$ cat src/rtl/t_using_d_bank.sv
// Bank of WIDTH T-behaviour bits built from D flip-flops.
// Each bit updates as q ^ tog. The toggle vector comes from the per-bit request
// in mode 01, or from a ripple carry/borrow chain for count up/down.
// A synchronous load overrides the operation, and a synchronous active-low
// reset overrides everything. Every output except qb is registered.
module t_using_d_bank #(
    parameter int unsigned WIDTH = 8
) (
    input  logic             clk,
    input  logic             rst,
    input  logic             en,
    input  logic [1:0]       mode,
    input  logic [WIDTH-1:0] t,
    input  logic             load,
    input  logic [WIDTH-1:0] d,
    output logic [WIDTH-1:0] q,
    output logic [WIDTH-1:0] qb,
    output logic             tc,
    output logic             busy
);

    localparam logic [1:0] MODE_HOLD   = 2'b00;
    localparam logic [1:0] MODE_TOGGLE = 2'b01;
    localparam logic [1:0] MODE_UP     = 2'b10;
    localparam logic [1:0] MODE_DOWN   = 2'b11;

    logic [WIDTH-1:0] tog;
    logic [WIDTH-1:0] next_q;
    logic             next_tc;
    logic             up_run;
    logic             dn_run;

    assign qb = ~q;

    // Toggle vector: per-bit request, or running AND of the lower q / qb bits
    always_comb begin
        tog    = '0;
        up_run = 1'b1;
        dn_run = 1'b1;
        unique case (mode)
            MODE_TOGGLE: tog = t;
            MODE_UP: begin
                for (int unsigned i = 0; i < WIDTH; i++) begin
                    tog[i] = up_run;
                    up_run = up_run & q[i];
                end
            end
            MODE_DOWN: begin
                for (int unsigned i = 0; i < WIDTH; i++) begin
                    tog[i] = dn_run;
                    dn_run = dn_run & qb[i];
                end
            end
            default: tog = '0;
        endcase
    end

    // Next-state selection (load over enable) and terminal-count detection
    always_comb begin
        next_q  = q;
        next_tc = 1'b0;
        if (load) begin
            next_q = d;
        end else if (en) begin
            next_q  = q ^ tog;
            next_tc = ((mode == MODE_UP)   && (&q)) ||
                      ((mode == MODE_DOWN) && (~|q));
        end
    end

    // State and status registers with synchronous active-low reset
    always_ff @(posedge clk) begin
        if (!rst) begin
            q    <= '0;
            tc   <= 1'b0;
            busy <= 1'b0;
        end else begin
            q    <= next_q;
            tc   <= next_tc;
            busy <= (next_q != q);
        end
    end

endmodule

$ cat config.mk
export PLATFORM = sky130hd
export DESIGN_NAME = t_using_d_bank
export DESIGN_NICKNAME = d
export VERILOG_FILES = /design/src/rtl/t_using_d_bank.sv
export SDC_FILE = /design/constraint.sdc
export NUM_CORES = 1
export LEC_CHECK = 0
export ABC_AREA = 1
export CELL_PAD_IN_SITES_DETAIL_PLACEMENT = 0
export CELL_PAD_IN_SITES_GLOBAL_PLACEMENT = 1
export CORE_ASPECT_RATIO = 0.9
export CORE_MARGIN = 2
export CORE_UTILIZATION = 28
export DETAILED_ROUTE_END_ITERATION = 8
export GPL_TIMING_DRIVEN = 0
export PLACE_DENSITY = 0.87
export SLEW_MARGIN = 40
export SYNTH_ARGS = -nofsm -noshare
export SYNTH_HDL_FRONTEND = slang
export SYNTH_SLANG_ARGS = --single-unit
$ cat constraint.sdc
create_clock -name clk -period 1.62 [get_ports clk]
set_input_delay 0.162 -clock clk [delete_from_list [all_inputs] [get_ports clk]]
set_output_delay 0.162 -clock clk [all_outputs]
set_load 0.01 [all_outputs]
==> results.cfg <==
[run_status]
status = finished, final reports clean

[place]
gp_congestion = 0.881
postPlaceCellArea_um2 = 1390
place_hpwl_um = 2370
port_buffers = 39
dp_cells = 236

[yosys]
ys_ff_latch = 10
synth_edf_count = 0
synthFlopType = dfxtp_1
synth_top_cell_by_area = dfxtp_1
syn-num-nets = 177
ys_warn_count = 0
synthArstFlopShare = 0
synthTopCellsByArea = dfxtp_1, nand2_1, o211ai_1
yosysMostFrequentCell = nand2_1
yosysSeqAreaShare = 0.212
synth.distinct_cells = 23
synth.cells.most_frequent = nand2_1, o211ai_1, inv_1
synth_top_area_frac = 0.212
postSynthCellCount = 155
synth_area_per_cell_um2 = 6.09
synth_area_um2 = 945

[sta]
tns_ps = 0
fin_crit_sh = 0.943
hold_viol = 0
setup_viol = 0
max_freq_ghz = 0.655
skew_ps = 3.03
max-slew-margin-rel = 0.676
period_needed_ps = 1530
drv_slew = 0
holdWs_ps = 287
worstMarginPinSlew_ps = 486

[power]
p_leak_nw = 0.623
p_per_area_nw_per_um2 = 641
ir_drop_uv = 320

[clock_tree]
cts.sinks = 10
cts_buffers = 3
path_clk_slew_ps = 50
cts_tree = built
cts.htree.levels = 1
clk_path_buf_depth = 2
clk_latency_ps = 240
cts_root_buffer = clkbuf_8

[finish]
stdcell_count = 241
diodes = 0
area_growth_pct = 58.7
stdcell_area_um2 = 1500
nFillCells = 336
drive_gt1_frac = 0.196
nets = 222

[routing]
firstDrtPassIters = 4
drc = 0
drt_first_iter_violations = 45
detail-route-antenna-nets = 0
vias = 1200
wl_per_cell_um = 12.7
wl_um = 3060
routed_via_density = 4.98

[die]
die_h_um = 59.1
start_util = 0.301
rows = 19
core_um2 = 3140
die_x_um = 65.2
die_area_um2 = 3860
ios = 40

[critical_path]
worstSetupPathType = reg2out
worstSetupEndpointType = output pin
worstSetupStartpointType = register
required_ps = 1460
path_max_fanout = 7
worst_ep_arrival_time_ps = 1370

[global_routing]
grt_overflow_total = 0
grt_max_degree = 11
grt_first_pass_wirelength_um = 5260
grt_pass1_vias = 1230
antenna_found_initial = 0
grtUsageTotal = 0.176

[worst_hold_path]
min_path_type = in2reg

[flow_run]
maxCapViolations = 0
## worst max-delay path, cell delays in order, from the launching register on
cell and delay (ps):
dfxtp_1 460, inv_1 150, clkdlybuf4s50_1 510
## registers in the layout (all words and copies together) (netlist names)
signal / count
busy: 1
q: 8
tc: 1
## cell usage in the layout, fill, tap and decap left out, types with 2 or more instances in the layout
cell / synthesis / final
a21oi_1: 2 / 2
clkbuf_2: 0 / 2
clkbuf_8: 0 / 4
clkdlybuf4s50_1: 0 / 36
dfxtp_1: 10 / 6
dfxtp_2: 0 / 2
dfxtp_4: 0 / 2
dlygate4sd2_1: 0 / 2
inv_1: 15 / 15
inv_2: 3 / 2
nand2_1: 39 / 38
nand2_2: 4 / 5
nand3_1: 12 / 12
nand3_2: 2 / 2
nand4_1: 3 / 3
nor2_1: 13 / 11
nor2_2: 3 / 2
nor2_4: 1 / 4
o211ai_1: 16 / 16
o21ai_0: 7 / 6
o21ai_1: 3 / 2
o21ai_2: 0 / 2
or2_2: 8 / 8
xor2_1: 6 / 6
## per-stage QoR
step | setup slack, ps | util | power, mW
after CTS | 7.01 | 0.465 | 0.966
final | 92.8 | 0.478 | 0.961
after global placement | -349 | 0.442 | 0.620
after detailed placement | -373 | 0.442 | 0.626
after floorplan | 103 | - | 0.464
after global routing | -1.02 | 0.478 | 1.03
## logic make-up (layout without fill, tap and decap cells)
family,count (synthesis),in the layout,share of synthesized area
DFF,10,10,0.212
buffers and inverters,23,67,0.0914
and+or+nand+nor,86,86,0.436
AOI/OAI and AO/OA,30,30,0.205
xor gates and xnor gates,6,6,0.0556
## cell type report
| type | count | area [µm²] | share of cell area |
|---|---|---|---|
| plain buffers | 4 | 21.3 | 0.0142 |
| clock buffers | 4 | 55.1 | 0.0367 |
| inverters | 19 | 73.8 | 0.0492 |
| multi-input cells | 122 | 688 | 0.459 |
| flip-flops and latches | 10 | 210 | 0.140 |
| well taps | 42 | 52.6 | 0.0351 |
| repair buffers | 40 | 398 | 0.265 |
## where the power goes
group | switching (mW) | leakage (nW) | internal, mW
combinational | 0.176 | 0.510 | 0.173
sequential | 0.0256 | 0.0849 | 0.265
clock | 0.107 | 0.0288 | 0.214
total | 0.309 | 0.623 | 0.652
## final timing paths
check,slack [ps],startpoint,cells after the start,endpoint
worst max-delay path,90,q[5],2,qb[5]
worst min register to register,610,q[1],3,q[1]
worst max register to register,140,q[2],12,busy
worst min-delay path,290,load,3,q[0]
## what timing repair did
action                                  in CTS  in global routing
gates resized for setup                      9                 14
setup buffers                                0                  1
endpoints found under the setup margin       3                  5
hold buffers                                 0                  0
## per-layer routing
metal / vias up / wire length (µm) / global-route usage
met5: - / 0 / 0
met4: 0 / 8 / 0.0506
met3: 2 / 147 / 0.0342
met2: 34 / 1490 / 0.329
met1: 563 / 1420 / 0.204
li1: 601 / - / -
Power figures use the tool's default switching activity.
